[src/rtl/stack_ctrl.sv]
`timescale 1ns/1ps
// stack_ctrl: game-state controller for the stacking game, sitting directly
// upstream of the VGA renderer. It owns the stack contents, sweeps the
// falling block left and right, drops it on a button press and judges each
// landing against the stack x position.
//
// Ports:
//   clk, rst_n  - system clock; asynchronous active-low reset
//   tick        - one-cycle game-tick strobe; all movement steps on it
//   btn_drop    - debounced, synchronous button level (edge-detected here)
//   pos_x/pos_y - stack left x / y of layer 0 (constant after reset)
//   colors      - 16 layers x 2 bits; layer i is in [2i+1:2i], 00 = empty
//   fall_x/_y   - falling block position
//   fall_clr    - falling block colour, 00 = hidden
//   score       - successful landings, saturating
//   game_over   - set on a miss (or on a full stack in non-scroll builds)
//
// Build option: STACK_SCROLL_EN - when defined, a hit on the top layer
// scrolls the stack down by one layer instead of ending the game.
module stack_ctrl #(
  parameter int WIDTH      = 100,
  parameter int HEIGHT     = 20,
  parameter int POS_X      = 272,
  parameter int POS_Y      = 400,
  parameter int TOP_Y      = 20,
  parameter int X_MIN      = 0,
  parameter int X_MAX      = 640,
  parameter int SWEEP_STEP = 4,
  parameter int FALL_STEP  = 4,
  parameter int TOL        = 10
) (
  input  logic        clk,
  input  logic        rst_n,
  input  logic        tick,
  input  logic        btn_drop,
  output logic [9:0]  pos_x,
  output logic [9:0]  pos_y,
  output logic [31:0] colors,
  output logic [9:0]  fall_x,
  output logic [9:0]  fall_y,
  output logic [1:0]  fall_clr,
  output logic [15:0] score,
  output logic        game_over
);

  typedef enum logic [2:0] {IDLE, SWEEP, DROP, LAND, OVER} state_t;

  // Falling block as one bundle so respawn/restart assign it in one go.
  typedef struct packed {
    logic [9:0] x;
    logic [9:0] y;
    logic [1:0] clr;
  } blk_t;

  localparam logic [9:0]  X_LO   = 10'(X_MIN);
  localparam logic [9:0]  Y_TOP  = 10'(TOP_Y);
  localparam logic [10:0] X_RLIM = 11'(X_MAX - WIDTH);
  localparam logic [10:0] X_LLIM = 11'(X_MIN + SWEEP_STEP);
  localparam logic [10:0] SW_ST  = 11'(SWEEP_STEP);
  localparam logic [10:0] FL_ST  = 11'(FALL_STEP);
  localparam logic [9:0]  TOL_V  = 10'(TOL);

  state_t      state, state_n;
  logic [4:0]  cnt, cnt_n;
  logic        dir, dir_n;      // 0 = moving right, 1 = moving left
  logic        btn_q;
  logic        press;
  blk_t        blk, blk_n;
  logic [31:0] colors_n;
  logic [15:0] score_n;
  logic        go_n;

  logic [9:0]  land_y;
  logic [9:0]  dx;
  logic        hit;
  logic [1:0]  clr_rot;
  logic [4:0]  sh;
  logic [31:0] colors_wr;
  logic [15:0] score_inc;

  assign press     = btn_drop & ~btn_q;
  assign land_y    = 10'(POS_Y) - 10'(10'(cnt) * 10'(HEIGHT));
  // Larger operand first keeps the unsigned difference from wrapping.
  assign dx        = (blk.x >= pos_x) ? (blk.x - pos_x) : (pos_x - blk.x);
  assign hit       = (dx <= TOL_V);
  assign clr_rot   = (blk.clr == 2'b11) ? 2'b01 : (blk.clr + 2'b01);
  assign sh        = {cnt[3:0], 1'b0};
  assign colors_wr = (colors & ~(32'h3 << sh)) | (32'(blk.clr) << sh);
  assign score_inc = (score == 16'hFFFF) ? score : (score + 16'd1);

  always_comb begin
    state_n  = state;
    cnt_n    = cnt;
    dir_n    = dir;
    blk_n    = blk;
    colors_n = colors;
    score_n  = score;
    go_n     = game_over;
    case (state)
      IDLE: if (press) begin
        blk_n.clr = 2'b01;
        state_n   = SWEEP;
      end
      SWEEP: begin
        // A press on the same cycle as a tick freezes x and drops from there.
        if (press) state_n = DROP;
        else if (tick) begin
          if (!dir) begin
            if ({1'b0, blk.x} + SW_ST >= X_RLIM) begin
              blk_n.x = X_RLIM[9:0];
              dir_n   = 1'b1;
            end else blk_n.x = blk.x + SW_ST[9:0];
          end else begin
            if ({1'b0, blk.x} <= X_LLIM) begin
              blk_n.x = X_LO;
              dir_n   = 1'b0;
            end else blk_n.x = blk.x - SW_ST[9:0];
          end
        end
      end
      DROP: if (tick) begin
        if ({1'b0, blk.y} + FL_ST >= {1'b0, land_y}) begin
          blk_n.y = land_y;
          state_n = LAND;
        end else blk_n.y = blk.y + FL_ST[9:0];
      end
      LAND: begin
        if (!hit) begin
          go_n    = 1'b1;
          state_n = OVER;
        end else begin
          score_n = score_inc;
          blk_n   = '{x: X_LO, y: Y_TOP, clr: clr_rot};
          dir_n   = 1'b0;
          state_n = SWEEP;
          if (cnt < 5'd15) begin
            colors_n = colors_wr;
            cnt_n    = cnt + 5'd1;
          end else begin
`ifdef STACK_SCROLL_EN
            colors_n = {blk.clr, colors[31:2]};
`else
            // Full stack: write the top layer and end the game in place.
            colors_n = colors_wr;
            blk_n    = blk;
            dir_n    = dir;
            go_n     = 1'b1;
            state_n  = OVER;
`endif
          end
        end
      end
      OVER: if (press) begin
        colors_n = '0;
        cnt_n    = '0;
        score_n  = '0;
        go_n     = 1'b0;
        blk_n    = '{x: X_LO, y: Y_TOP, clr: 2'b01};
        dir_n    = 1'b0;
        state_n  = SWEEP;
      end
      default: state_n = IDLE;
    endcase
  end

  always_ff @(posedge clk or negedge rst_n) begin
    if (!rst_n) begin
      state     <= IDLE;
      cnt       <= '0;
      dir       <= 1'b0;
      btn_q     <= 1'b0;
      blk       <= '{x: X_LO, y: Y_TOP, clr: 2'b00};
      colors    <= '0;
      score     <= '0;
      game_over <= 1'b0;
      pos_x     <= 10'(POS_X);
      pos_y     <= 10'(POS_Y);
    end else begin
      state     <= state_n;
      cnt       <= cnt_n;
      dir       <= dir_n;
      btn_q     <= btn_drop;
      blk       <= blk_n;
      colors    <= colors_n;
      score     <= score_n;
      game_over <= go_n;
    end
  end

  assign fall_x   = blk.x;
  assign fall_y   = blk.y;
  assign fall_clr = blk.clr;

endmodule

[config.mk]
export PLATFORM = sky130hd
export DESIGN_NAME = stack_ctrl
export DESIGN_NICKNAME = d
export VERILOG_FILES = /design/src/rtl/stack_ctrl.sv
export SDC_FILE = /design/constraint.sdc
export NUM_CORES = 1
export LEC_CHECK = 0
export ABC_AREA = 1
export CAP_MARGIN = 20
export CELL_PAD_IN_SITES_DETAIL_PLACEMENT = 1
export CELL_PAD_IN_SITES_GLOBAL_PLACEMENT = 1
export CORE_ASPECT_RATIO = 0.6
export CORE_MARGIN = 2
export CORE_UTILIZATION = 36
export CTS_CLUSTER_DIAMETER = 100
export DETAILED_ROUTE_END_ITERATION = 8
export GPL_TIMING_DRIVEN = 0
export PLACE_DENSITY_LB_ADDON = 0.15
export SYNTH_ARGS = -nofsm -noshare
export SYNTH_HDL_FRONTEND = slang
export SYNTH_SLANG_ARGS = --single-unit
[constraint.sdc]
create_clock -name clk -period 3.2 [get_ports clk]
set_input_delay 0.64 -clock clk [delete_from_list [all_inputs] [get_ports clk]]
set_output_delay 0.64 -clock clk [all_outputs]
set_load 0.005 [all_outputs]
==> impl_metrics.ini, run 1 <==
[sta]
setup_viol = 7
relSlewSlack_pct = 56.6
tightest_slew_ns = 0.646
skew_ns = 0.00677
hold_viol_final = 0
slew_violations = 0
rsz0062_at_grt = yes
setup_ws_ns = -0.0469
max_freq_ghz = 0.308
fin_crit_ns = 3.25
finalCritPeriodShare_pct = 101

[final_layout]
num-nets-final = 873
fin_util_pct = 49.0
flow.area_growth_from_synthesis_pct = 30.8
n_antenna_cell = 0
layout-drive-gt1-share_pct = 19.7
finalInstanceArea_mm2 = 0.00722
stdcell_count = 1045

[setup_path]
worstPathRequired_ns = 3.43
crit_fanout = 5
path_buf_inv = 3
start_kind = flip-flop
cp_slowest_stage_delay_ns = 0.58
crit_cells = 16
arrival_ns = 3.48
crit_type = flip-flop to flip-flop
crit_family = adder cells
end_kind = flip-flop
crit_chain = ha_4 -> ha_4 -> inv_4 -> fa_2 -> nand2_4 -> nor2_4 -> nor2_1 -> a21oi_2 -> ha_4 -> inv_1 -> o211ai_1 -> nor2_4 -> nand3_4 -> buf_6 -> nor2_1 -> o21ai_2
cpMostUsedCell = ha_4
r2r_cells = 16
crit_slowest_cell = fa_2

[yosys]
yosysTopAreaCellShare_pct = 34.0
synth_area_per_cell_um2 = 7.67
synth_compound_area_share_pct = 14.4
synth_adder_area_share_pct = 6.26
synth_common_cells = nand2_1, inv_1, dfrtp_1, nor2_1, nand3_1
synth_edf_count = 0
synth_cells = 719
yosysWarnings = 20
yosys_register_bits = 77
ys_seq_area_share_pct = 35.0
synth_top_cell_by_area = dfrtp_1
synth_top_family_by_area = simple AND/OR/NAND/NOR gates
synth.area.mux_share_pct = 0
synth-main-ff-cell = dfrtp_1
ys_async_sr_fraction_pct = 100
yosysMostFrequentCell = nand2_1
synthTopCellsByArea = dfrtp_1, nand2_1, ha_1
synth-simple-area-share_pct = 28.0
synth_xor_area_share_pct = 3.65
syn_area_mm2 = 0.00552
ys_types = 45

[run]
max_cap_violations = 0

[routing]
drtIter0Drc = 216
drc_errors = 0
vias_per_cell = 5.18
wirelength_mm = 17.7
wire_per_inst_um = 16.9
antenna_left = 0
num_vias = 5418
firstDrtPassIters = 4

[global_routing]
grt_pass1_wl_mm = 29.1
grt_pass1_vias = 5651
antenna_found_initial = 0
grt_max_degree = 54
overflow = 0
grtUsageTotal_pct = 22.5

[floorplanning]
die_w_um = 164
die_h_um = 99.9
core.rowCount = 34
core-area_mm2 = 0.0147
die_area_mm2 = 0.0164
initial_core_util_pct = 37.5
pin_count = 95

[clock_network]
h-tree-depth = 3
ctsRootBufferMaster = clkbuf_16
cts_buffer_depth = 2
path_clk_slew_ns = 0.06
cts_buffers = 9
cts_tree = built
clkLatencyLatePin_ns = 0.35
cts.sinks = 77

[status]
outcome = finished, violations left
violations = setup timing

[power_and_ir_drop]
cellLeakagePower_uw = 0.00341
p_per_area_mw_per_mm2 = 967
vdd_drop_max_mv = 0.313

[min_path]
hp-class = input port to asynchronous set/reset pin

[place]
io_buffers = 70
place.gp.congestion = 0.846
postPlaceCellArea_mm2 = 0.00658
placed_cells = 1011
dpl_worst_slack_ns = -0.354
place_hpwl_mm = 12.9
## metrics by stage
| step | setup TNS [ns] | hold slack [ns] | total power (uW) |
|---|---|---|---|
| floorplan | 0 | 0.344 | 3910 |
| global placement | -108.45 | 0.501 | 5150 |
| detailed placement | -3.17 | 0.513 | 5310 |
| CTS | 0 | 0.217 | 6690 |
| global route | -1.12 | 0.226 | 7550 |
| finish | -0.227 | 0.209 | 6980 |
## cell usage in the layout (no fill, tap or decap), types with 5 or more instances in the layout
cell type,instances
xor2_1,21
o31ai_2,5
nand3_1,47
dfrtp_1,72
o21ai_0,45
clkdlybuf4s50_1,69
nor2_2,8
nor3_1,25
inv_1,75
clkbuf_16,9
nand4_1,21
nand2_1,143
inv_2,12
a22oi_1,6
ha_1,20
buf_4,42
o21ai_2,7
a21oi_1,13
buf_6,10
conb_1,24
nor2_1,47
nand2_4,6
nor2_4,7
clkbuf_1,8
o31ai_1,28
ha_4,5
nand2_2,10
## cell type report
cell class	instances	area [um2]
Fill cell	1822	7500
Tap cell	198	248
Clock inverter	5	58.8
Timing Repair Buffer	89	868
Inverter	90	344
Sequential cell	77	1930
Multi-Input combinational cell	526	3150
Clock buffer	11	253
Buffer	49	357
## worst paths after layout
check,start,to,slack (ns)
min in group clk,colors[10],colors[10],0.52
min,rst_n,fall_x[9],0.21
max,cnt[1],fall_y[7],-0.05
max in group asynchronous,rst_n,fall_y[2],2.37
min reg2reg,colors[10],colors[10],0.52
max reg2reg,cnt[1],fall_y[7],-0.05
## flip-flops by register name (all words and copies together), names as in the netlist
| name | cells |
|---|---|
| colors | 32 |
| score | 16 |
| fall_x | 8 |
| fall_y | 8 |
| cnt | 5 |
| state | 3 |
| fall_clr | 2 |
| btn_q | 1 |
| dir | 1 |
| game_over | 1 |
## repair_timing
action,CTS,global route
gates resized for setup,24,24
pin swaps,8,20
hold buffers,0,0
cloned,1,0
setup buffers,12,5
endpoints found under the setup margin,10,10
## cells by family (layout without fill, tap and decap cells)
family,count (synthesis),count (layout)
buffers and inverters,139,244
XOR/XNOR,23,23
other,1,24
adder cells (fa/ha/maj),27,27
flip-flops,77,77
AO/OA/AOI/OAI,122,122
AND/OR/NAND/NOR,330,330
## power breakdown
group | switching [uW] | leakage, uW | internal, uW
Sequential | 341 | 0.00102 | 1300
Combinational | 2500 | 0.00224 | 1760
Clock | 431 | 0.000148 | 647
## routing by layer
layer | wire, um | global-route usage [%] | vias to the layer above
met3 | 696 | 3.47 | 21
met5 | 0 | 0 | -
li1 | - | - | 2594
met2 | 8290 | 36.7 | 115
met4 | 224 | 5.74 | 0
met1 | 8450 | 31.3 | 2688
Power figures use the tool's default switching activity.
==> run 2: changes to the inputs <==
--- a/config.mk
+++ b/config.mk
@@ -6,16 +6,17 @@
 export NUM_CORES = 1
 export LEC_CHECK = 0
 export ABC_AREA = 1
+export ABC_CLOCK_PERIOD_IN_PS = 3200
 export CAP_MARGIN = 20
 export CELL_PAD_IN_SITES_DETAIL_PLACEMENT = 1
 export CELL_PAD_IN_SITES_GLOBAL_PLACEMENT = 1
 export CORE_ASPECT_RATIO = 0.6
 export CORE_MARGIN = 2
 export CORE_UTILIZATION = 36
-export CTS_CLUSTER_DIAMETER = 100
+export CTS_CLUSTER_DIAMETER = 60
 export DETAILED_ROUTE_END_ITERATION = 8
 export GPL_TIMING_DRIVEN = 0
-export PLACE_DENSITY_LB_ADDON = 0.15
+export PLACE_DENSITY = 0.75
 export SYNTH_ARGS = -nofsm -noshare
 export SYNTH_HDL_FRONTEND = slang
 export SYNTH_SLANG_ARGS = --single-unit
==> run 2 against run 1 <==
Effect of this change:
- the run still ends with setup timing left
- routed wire length grew 1.1%
- final cell count grew 0.29%
- count of clock-buffer cells in the layout shrank 1
- flip-flop and latch count is the same
- combinational power is essentially flat
- design area grew 0.31%
- utilization grew 0.15 points
- first-iteration DRC count shrank 8.8%
- register-to-register slack is essentially flat
- critical path type unchanged
- highest routed layer unchanged
==> impl_metrics.ini, run 2 (same netlist as run 1, synthesis figures left out) <==
[status]
outcome = finished, violations left
violations = setup timing

[sta]
finalCritPeriodShare_pct = 101
setup_viol = 7
skew_ns = 0.00783
relSlewSlack_pct = 62.5
setup_ws_ns = -0.0436
fin_crit_ns = 3.24
slew_violations = 0
tightest_slew_ns = 0.563
fin_setup_tns_ns = -0.169
rsz0062_at_grt = yes
max_freq_ghz = 0.308
hold_viol_final = 0

[clock_network]
cts_buffers = 9
h-tree-depth = 3
path_clk_slew_ns = 0.06
clkLatencyLatePin_ns = 0.34
cts_buffer_depth = 2
cts.sinks = 77
ctsRootBufferMaster = clkbuf_16
cts_tree = built

[power_and_ir_drop]
vdd_drop_max_mv = 0.343
cellLeakagePower_uw = 0.00343
power.total_uw = 7130
p_per_area_mw_per_mm2 = 986

[setup_path]
r2r_cells = 16
worst-r2r-setup-slack_ns = -0.04
end_kind = flip-flop
start_kind = flip-flop
crit_fanout = 5
arrival_ns = 3.51
r2r_start = cnt[4]
worstPathRequired_ns = 3.47
rr_endpoint = fall_y[7]
crit_type = flip-flop to flip-flop

[final_layout]
layout-drive-gt1-share_pct = 20.8
reg.largest.list = colors (32), score (16)
n_antenna_cell = 0
num-nets-final = 876
fin_util_pct = 49.2
layout_commonest_cell = nand2_1
largest_reg_flops = 32
top_register = colors
mostFrequentLayoutCells = nand2_1, inv_1, dfrtp_1
flow.area_growth_from_synthesis_pct = 31.2

[place]
dpl_worst_slack_ns = -0.365
io_buffers = 70
place.gp.congestion = 0.886
place_hpwl_mm = 13.1

[routing]
topRoutingLayerUsed = met4
wl_met1_mm = 8.79
wirelength_mm = 17.9
wl_met3_um = 573
antenna_left = 0
drc_errors = 0
vias_per_cell = 5.13
wl_met2_mm = 8.32
num_vias = 5373
wire_per_inst_um = 17.0
drtIter0Drc = 197
firstDrtPassIters = 4

[floorplanning]
die_w_um = 164
die_h_um = 99.9
core-area_mm2 = 0.0147
die_area_mm2 = 0.0164
core.rowCount = 34
pin_count = 95
initial_core_util_pct = 37.5

[global_routing]
grtUsageTotal_pct = 21.8
antenna_found_initial = 0
grt_max_degree = 49
overflow = 0
grt_pass1_wl_mm = 28.6
grt_pass1_vias = 5514

[min_path]
hp-class = input port to asynchronous set/reset pin

[run]
max_cap_violations = 0
[run 2: cell types whose count changed in the layout (fill, tap and decap cells not counted), sizes merged]
cell / previous run / this run
bufinv: 1 / 3
clkbuf: 23 / 22
buf: 57 / 60
clkinvlp: 2 / 1
[run 2: worst max-delay path by stage]
| stage | from | end | depth (start not counted) |
|---|---|---|---|
| after CTS | cnt[0] | state[1] | 18 |
| after detailed placement | cnt[1] | fall_y[3] | 18 |
| final | cnt[4] | fall_y[7] | 16 |
| after global placement | rst_n | fall_x[9] | 1 |
| after global routing | cnt[4] | fall_y[7] | 16 |
| after floorplan | cnt[1] | fall_y[7] | 18 |
[run 2: timing repair]
item / CTS / global route
pin swaps: 9 / 21
hold endpoints to repair: 0 / 0
setup endpoints to repair: 10 / 10
hold buffers: 0 / 0
gates resized for setup: 21 / 28
setup buffers: 11 / 9
gates cloned: 1 / 0
[run 2: layer usage]
| layer | GRT usage (%) | up-vias |
|---|---|---|
| li1 | - | 2584 |
| met2 | 35.2 | 104 |
| met5 | 0 | - |
| met3 | 3.60 | 20 |
| met1 | 31.5 | 2665 |
| met4 | 2.90 | 0 |
[run 2: through the flow]
step | area, um2 | cells | hold WS (ns)
6_report | 7240 | 1048 | 0.222
5_1_grt | 7240 | 1048 | 0.254
4_1_cts | 7080 | 1039 | 0.239
3_5_place_dp | 6580 | 1011 | 0.511
3_3_place_gp | 6550 | 1010 | 0.491
2_1_floorplan | 5600 | 742 | 0.344
[run 2: critical path, stage by stage, from the launching register on]
cell and delay, ns:
dfrtp_1 0.45, ha_1 0.35, inv_1 0.08, fa_2 0.59
nand2_2 0.08, nor2_2 0.16, nor2_1 0.08, a21oi_2 0.20
ha_4 0.25, inv_1 0.06, o211ai_1 0.14, nor2_4 0.19
nand3_2 0.13, buf_6 0.17, nand2_2 0.06, nand2_2 0.05
o21ai_2 0.13
[run 2: where the power goes]
| part | switching [uW] | internal (uW) | total (uW) |
|---|---|---|---|
| Combinational | 2510 | 1780 | 4290 |
| Sequential | 342 | 1300 | 1640 |
| Clock | 437 | 763 | 1200 |
[run 2: layout make-up]
cell class,instances,area (um2)
tap,198,248
clock inverter,6,111
timing repair buffer,92,887
buffer,49,357
fill,1826,7480
clock buffer,10,229
multi-input combinational,526,3130
sequential,77,1930
inverter,90,342
